--- src/rtl/rfphoenix_vec_wb.sv ---
// Vector register-file writeback queue: two-producer round-robin arbiter feeding
// a small FIFO that drains one entry per clock, plus a pending-write RAW lookup.
module rfphoenix_vec_wb #(
  parameter int NLANES = 16,
  parameter int LANEW  = 32,
  parameter int TIDW   = 4,
  parameter int REGW   = 6,
  parameter int DEPTH  = 4
) (
  input  logic                        clk,
  input  logic                        rst,
  input  logic                        p0_valid,
  output logic                        p0_ready,
  input  logic [TIDW-1:0]             p0_thread,
  input  logic [REGW-1:0]             p0_reg,
  input  logic [NLANES-1:0]           p0_mask,
  input  logic [NLANES*LANEW-1:0]     p0_data,
  input  logic                        p1_valid,
  output logic                        p1_ready,
  input  logic [TIDW-1:0]             p1_thread,
  input  logic [REGW-1:0]             p1_reg,
  input  logic [NLANES-1:0]           p1_mask,
  input  logic [NLANES*LANEW-1:0]     p1_data,
  input  logic                        wb_hold,
  output logic                        wr,
  output logic [TIDW-1:0]             wthread,
  output logic [REGW-1:0]             wa,
  output logic [NLANES-1:0]           wmask,
  output logic [NLANES*LANEW-1:0]     i,
  input  logic [TIDW-1:0]             chk_thread,
  input  logic [REGW-1:0]             chk_reg,
  output logic                        chk_pending,
  output logic [$clog2(DEPTH):0]      count
);

  localparam int AW = $clog2(DEPTH);
  localparam int CW = AW + 1;
  localparam int DW = NLANES * LANEW;

  typedef enum logic {RR_P0 = 1'b0, RR_P1 = 1'b1} rr_t;

  rr_t                rr;
  logic [TIDW-1:0]    q_thread [DEPTH];
  logic [REGW-1:0]    q_reg    [DEPTH];
  logic [NLANES-1:0]  q_mask   [DEPTH];
  logic [DW-1:0]      q_data   [DEPTH];
  logic [AW-1:0]      rd_ptr, wr_ptr, idx;
  logic [CW-1:0]      occ;
  logic               full, acc0, acc1, push, pop, both_valid;
  logic [TIDW-1:0]    in_thread;
  logic [REGW-1:0]    in_reg;
  logic [NLANES-1:0]  in_mask;
  logic [DW-1:0]      in_data;

  assign count      = occ;
  assign full       = (occ == CW'(DEPTH));
  assign both_valid = p0_valid & p1_valid;

  // No same-cycle credit: a pop in this cycle does not open a slot for a grant.
  always_comb begin
    p0_ready = 1'b0;
    p1_ready = 1'b0;
    if (!full) begin
      if (p0_valid && (!p1_valid || rr == RR_P0)) p0_ready = 1'b1;
      if (p1_valid && (!p0_valid || rr == RR_P1)) p1_ready = 1'b1;
    end
  end

  assign acc0 = p0_valid & p0_ready;
  assign acc1 = p1_valid & p1_ready;

  always_comb begin
    in_thread = p0_thread;
    in_reg    = p0_reg;
    in_mask   = p0_mask;
    in_data   = p0_data;
    if (acc1) begin
      in_thread = p1_thread;
      in_reg    = p1_reg;
      in_mask   = p1_mask;
      in_data   = p1_data;
    end
  end

  // Zero-mask results complete the handshake but never occupy a slot.
  assign push = (acc0 | acc1) & (in_mask != '0);
  assign pop  = (occ != '0) & ~wb_hold;

  always_ff @(posedge clk) begin
    if (push) begin
      q_thread[wr_ptr] <= in_thread;
      q_reg[wr_ptr]    <= in_reg;
      q_mask[wr_ptr]   <= in_mask;
      q_data[wr_ptr]   <= in_data;
    end
  end

  always_ff @(posedge clk or negedge rst) begin
    if (!rst) begin
      rd_ptr  <= '0;
      wr_ptr  <= '0;
      occ     <= '0;
      rr      <= RR_P0;
      wr      <= 1'b0;
      wthread <= '0;
      wa      <= '0;
      wmask   <= '0;
      i       <= '0;
    end else begin
      if (push) wr_ptr <= wr_ptr + 1'b1;
      if (pop)  rd_ptr <= rd_ptr + 1'b1;
      case ({push, pop})
        2'b10:   occ <= occ + 1'b1;
        2'b01:   occ <= occ - 1'b1;
        default: occ <= occ;
      endcase
      if (both_valid && !full) rr <= (rr == RR_P0) ? RR_P1 : RR_P0;
      wr <= pop;
      if (pop) begin
        wthread <= q_thread[rd_ptr];
        wa      <= q_reg[rd_ptr];
        wmask   <= q_mask[rd_ptr];
        i       <= q_data[rd_ptr];
      end
    end
  end

  // Walk slots relative to the head so only occupied entries can match.
  always_comb begin
    chk_pending = 1'b0;
    idx         = '0;
    for (int unsigned k = 0; k < DEPTH; k++) begin
      idx = rd_ptr + AW'(k);
      if (CW'(k) < occ && q_thread[idx] == chk_thread && q_reg[idx] == chk_reg)
        chk_pending = 1'b1;
    end
    if (wr && wthread == chk_thread && wa == chk_reg) chk_pending = 1'b1;
  end

endmodule

--- config.mk ---
export PLATFORM = sky130hd
export DESIGN_NAME = rfphoenix_vec_wb
export DESIGN_NICKNAME = d
export VERILOG_FILES = /design/src/rtl/rfphoenix_vec_wb.sv
export SDC_FILE = /design/constraint.sdc
export NUM_CORES = 2
export LEC_CHECK = 0
export ABC_CLOCK_PERIOD_IN_PS = 20100
export BUFFER_PORTS_ARGS = -buffer_cell sky130_fd_sc_hd__buf_2
export CAP_MARGIN = 5
export CORE_AREA = 2 2 636 638
export DETAILED_ROUTE_END_ITERATION = 10
export DIE_AREA = 0 0 638 640
export SYNTH_ARGS = -nofsm -noshare
export SYNTH_HDL_FRONTEND = slang
export SYNTH_SLANG_ARGS = --single-unit
--- constraint.sdc ---
create_clock -name clk -period 20.1 [get_ports clk]
set_clock_uncertainty 0.1 [all_clocks]
set_input_delay 4.02 -clock clk [delete_from_list [all_inputs] [get_ports clk]]
set_output_delay 4.02 -clock clk [all_outputs]
set_load 0.005 [all_outputs]
# Yosys cells after proc, flatten, opt, wreduce, memory -nomap -nowiden
# Memories as Yosys holds them, arrays and structs flattened. A register that Yosys moved wholly into a read port is not among the register bits.
# Index checks and enable logic that the tools add are counted.
# word_totals
elab_cells,82
ramBits,2152
in_bits,1091
n_memories,4
ff_bits,19
out_inout_bits,545
# memory_table
name,words,word_bits,rd,rd_ports_with_merged_regs,wr,line,rtl
q_data,4,512,1,1,1,46,logic [DW-1:0] q_data [DEPTH];
q_mask,4,16,1,1,1,45,logic [NLANES-1:0] q_mask [DEPTH];
q_reg,4,6,4,0,1,44,logic [REGW-1:0] q_reg [DEPTH];
q_thread,4,4,4,0,1,43,logic [TIDW-1:0] q_thread [DEPTH];
# op_classes
n_addsub,6
mux,17
n_eq_ne,13
n_lt_le_gt_ge,4
n_reduce_logical,23
bitwise,8
# ops
op,count
512-bit 2-to-1 mux,1
6-bit == test,5
4-bit == test,5
16-bit 2-to-1 mux,1
16-bit nonzero test,1
1-bit logical AND,13
1-bit 2-to-1 mux,12
1-bit by 3-bit less-than comparator with 1-bit output (first input constant),2
2-bit by 3-bit less-than comparator with 1-bit output (first input constant),2
6-bit 2-to-1 mux,1
3-bit one-hot mux with 2 select lines,1
1-bit AND,5
1-bit zero test,5
2-bit by 1-bit adder with 2-bit output (second input constant),2
2-bit adder (second input constant),2
4-bit 2-to-1 mux,1
3-bit by 1-bit adder with 3-bit output (second input constant),1
3-bit == test (second input constant),1
3-bit nonzero test,1
3-bit by 1-bit subtractor with 3-bit output (second input constant),1
2-bit by 1-bit == test with 1-bit output (second input constant),1
2-bit == test (second input constant),1
1-bit logical OR,2
1-bit inverter,2
other kinds (2),2

# Longest topological paths before layout
# depth
ltp_word,11
mapped_depth,12
ltp_nobuf,12

# Worst setup path after synthesis
# Ideal clock, no wire load.
# synth_path
path_kind,in2reg
startpoint,input p0_valid
endpoint,"memory q_data[0][0] in the netlist's numbering, enable pin"
arrival_time_ns,16.959
n_path_buf,0
slack_ns,2.068
setup_ns,0.973
required_time_ns,19.027
stages,6
cell_sequence,nand2b_1 -> nand3_1 -> inv_2 -> nor2_1 -> nor2_1 -> and2_1
# synth_between
elab_chain_len,11
word_cells_on_any_way,16
classes_between,mux: 7; bitwise: 4; reduce/logical: 5
# synth_lines
item,line,rtl
start: declaration,12,"input logic p0_valid,"
1-bit zero test,65,if (p1_valid && (!p0_valid || rr == RR_P1)) p1_ready = 1'b1;
1-bit logical OR,65,
1-bit logical AND,65,
1-bit 2-to-1 mux,65,
1-bit 2-to-1 mux,63,if (!full) begin
1-bit AND,70,assign acc1 = p1_valid & p1_ready;
16-bit 2-to-1 mux,77,if (acc1) begin
16-bit nonzero test,86,assign push = (acc0 | acc1) & (in_mask != '0);
1-bit AND (*),86,
1-bit 2-to-1 mux (*),90,if (push) begin
1-bit 2-to-1 mux (not written as such) (*),94,q_data[wr_ptr] <= in_data;
end: declaration,46,
# Every way passes the cells marked *; elsewhere a longest branch is shown, timed or not.

# Worst setup path in the final report
# layout_path
startpoint,input chk_thread[2]
endpoint,output chk_pending
# layout_between
elab_chain_len,8
word_cells_on_any_way,20
classes_between,eq/ne: 5; mux: 5; reduce/logical: 10
# layout_lines
item,line,rtl
start: declaration,30,"input logic [TIDW-1:0] chk_thread,"
4-bit == test,134,if (CW'(k) < occ && q_thread[idx] == chk_thread && q_reg[idx] == chk_reg)
1-bit logical AND (2 in a row),134,
1-bit 2-to-1 mux (4 in a row),134,
1-bit 2-to-1 mux (*),137,if (wr && wthread == chk_thread && wa == chk_reg) chk_pending = 1'b1;
end: declaration,32,"output logic chk_pending,"
# Marks and branches as above.

==> impl_metrics.toml <==
[outcome]
status = "finished clean"

[timing]
final_max_slew_viol_count = 0
finalCriticalPeriod_ns = 9.826
setup_slack_ns = 10.27
slew_headroom_pct = 22.89
final.setup.tns_ns = 0
min_period_over_period_pct = 48.89
tightest_slew_ns = 1.157
whs_ns = 0.3661
rsz0062_at_grt = "false"
hold_viol = 0
max_freq_mhz = 101.8
setup_viol = 0

[clock_tree]
h-tree-depth = 5
postCtsSetupBuffers = 0
cts_tree = "built"
hold_buffers = 0
cts_root_buf = "clkbuf_16"
cts.sinks = 2699
numCtsBuffers = 292
path_clk_slew_ns = 0.05
clkLatencyLatePin_ns = 0.92
clk_path_buf_depth = 4
cts.repair.resized = 0

[worst_setup_path]
cp_common_cell = "buf_2"
critPathArrivalTime_ns = 5.71
cp_top_family = "simple AND/OR/NAND/NOR gates"
path_max_fanout = 6
crit_type = "in -> out"
critical_path.cell_chain = "buf_2 -> xnor2_1 -> mux2_2 -> nor4_1 -> o2111ai_1 -> o2111ai_2 -> buf_2"
worstPathRequired_ns = 15.98
end_kind = "output pin"
critPathSlowestCell = "nor4_1"
critical_path.max_stage_delay_ns = 0.46
crit_buf_inv = 2
start_kind = "primary input"

[global_route]
grt_usage_pct = 17.87
grt_max_degree = 159
antenna_found_initial = 174
grt_pass1_vias = 65010
gr-total-overflow = 0
grt_pass1_wl_um = 513700

[placed_design]
gp_congestion = 0.9985
portBuffers = 1635
dp_hpwl_um = 274300
place_ws_ns = 9.739
dpl.cell_count = 13690

[floorplan]
rows = 233
fp.dieH_um = 640
die_area_um2 = 408300
core_um2 = 401400
ioPinCount = 1636
die_w_um = 638
start_util_pct = 26.38

[logic_synthesis]
ys_warn_count = 0
synth_top_area_share_pct = 61.03
synthCells = 7048
synthDistinctLibCells = 44
synth_area_per_cell_um2 = 15.02
synth-edff-count = 2152
ys_ff_latch = 2699
yosysTopAreaCell = "edfxtp_1"
synth_ff_type = "edfxtp_1"
synth_area_um2 = 105900
ys_seq_area_share_pct = 73.95
synth_nets = 8148
yosys-top-cells-area = "edfxtp_1 (61%), dfrtp_1 (13%), mux4_2 (11%)"
synthArstFlopShare_pct = 20.27

[route]
dr.pass1.iters = 8
drt_wl_total_um = 379000
wire_per_inst_um = 26.41
antenna_left = 0
drc_errors = 0
vias = 66520
via_per_inst = 4.634
drt-initial-drc-count = 6474

[layout]
instances_no_fill = 14350
regArea_um2 = 78320
layout-drive-gt1-share_pct = 30.39
nets = 9792
multiInputGateArea_um2 = 25930
nFillCells = 39540
largest-register = "q_data"
top_regs = "q_data: 2048 flops, i: 512 flops, q_mask: 64 flops"
largest_reg_flops = 2048
area_delta_synth_final_pct = 22.69

[hold_path]
hold_path.class = "reg -> reg"

[power_and_ir_drop]
p_leak_nw = 51.91
vdd_drop_max_mv = 0.1304
powerDensity_nw_per_um2 = 163.3

[job]
cap_violations = 0
-- power breakdown --
part	switching [mW]	leakage [nW]	internal [mW]	total [mW]
Sequential	0.699	26.6	8.53	9.23
Clock	2.29	4.66	3.10	5.39
Combinational	4.23	20.6	2.37	6.60
Total	7.22	51.9	14.0	21.2
-- final timing paths --
check | slack (ns) | cells after the start | start | to
worst max-delay path | 10.27 | 7 | chk_thread[2] | chk_pending
worst min-delay path | 0.37 | 2 | i[228]$_DFFE_PN0P_ | i[228]$_DFFE_PN0P_
worst max register to register | 12.78 | 12 | count[0]$_DFFE_PN0P_ | q_data[2][340]$_DFFE_PP_
worst min register to register | 0.37 | 2 | i[228]$_DFFE_PN0P_ | i[228]$_DFFE_PN0P_
max in group asynchronous | 13.57 | 5 | rst | i[429]$_DFFE_PN0P_
min in group asynchronous | 3.03 | 1 | rst | i[90]$_DFFE_PN0P_
-- worst min-delay path, stage by stage (launching register included) --
cell and delay [ns]:
dfrtp_1 0.33, nand2_1 0.05, nand2_1 0.05
-- cells in the final DEF (no fill, tap or decap), types with 24 or more instances in the layout --
cell	Yosys	layout
buf_2	92	1634
diode_2	0	133
dfrtp_1	547	545
edfxtp_1	2152	2152
clkbuf_16	0	296
clkbuf_1	232	75
xnor2_1	32	32
clkbuf_8	0	25
nand2_1	3228	3228
mux2i_1	42	42
clkinv_1	1	29
xor2_1	24	24
mux4_2	539	539
clkinv_2	0	43
buf_4	25	77
-- logic make-up after synthesis --
kind of cell / share of synthesized area (%)
XOR/XNOR: 0.4632
AND/OR/NAND/NOR: 11.68
AO/OA/AOI/OAI: 0.2411
adder cells (fa/ha/maj): 0.1063
buffers and inverters: 1.590
multiplexers: 11.97
flip-flops: 73.95
-- stage by stage --
step | power (mW) | area, um^2 | utilization (%)
finish | 21.22 | 129900 | 32.36
global route | 22.24 | 129700 | 32.31
CTS | 21.49 | 129600 | 32.28
detailed placement | 16.06 | 120000 | 29.88
global placement | 15.97 | 120000 | 29.88
floorplan | 13.85 | 105900 | -
-- final cells by class --
type | instances | share of cell area (%)
flip-flops and latches | 2699 | 60.28
multi-input cells | 3964 | 19.96
repair buffers | 1726 | 6.967
clock buffers | 396 | 6.183
well taps | 5287 | 5.092
clock inverters | 140 | 1.228
diodes | 133 | 0.2562
inverters | 9 | 0.03756
-- Yosys cell counts, drive strengths merged (2+ instances only) --
cell,n
o2111ai,5
mux4,539
dfrtp,547
o22ai,2
nand3,5
edfxtp,2152
and2,4
nor3,5
nand4,4
nand2,3228
mux2,10
o221ai,2
mux2i,42
xor2,24
xnor2,32
ha,9
clkbuf,232
a211oi,2
a21oi,6
inv,8
nor4,13
nor2,8
buf,144
o21ai,12
-- metal layers --
layer  vias up  share of wire, %  track usage, %
met1     34060                39           22.46
met4        58               4.3           7.585
li1      28630                 -               -
met2      3094                47           28.69
met5         -              0.12          0.2836
met3       689               8.8           5.172
(Power assumes the default switching activity.)
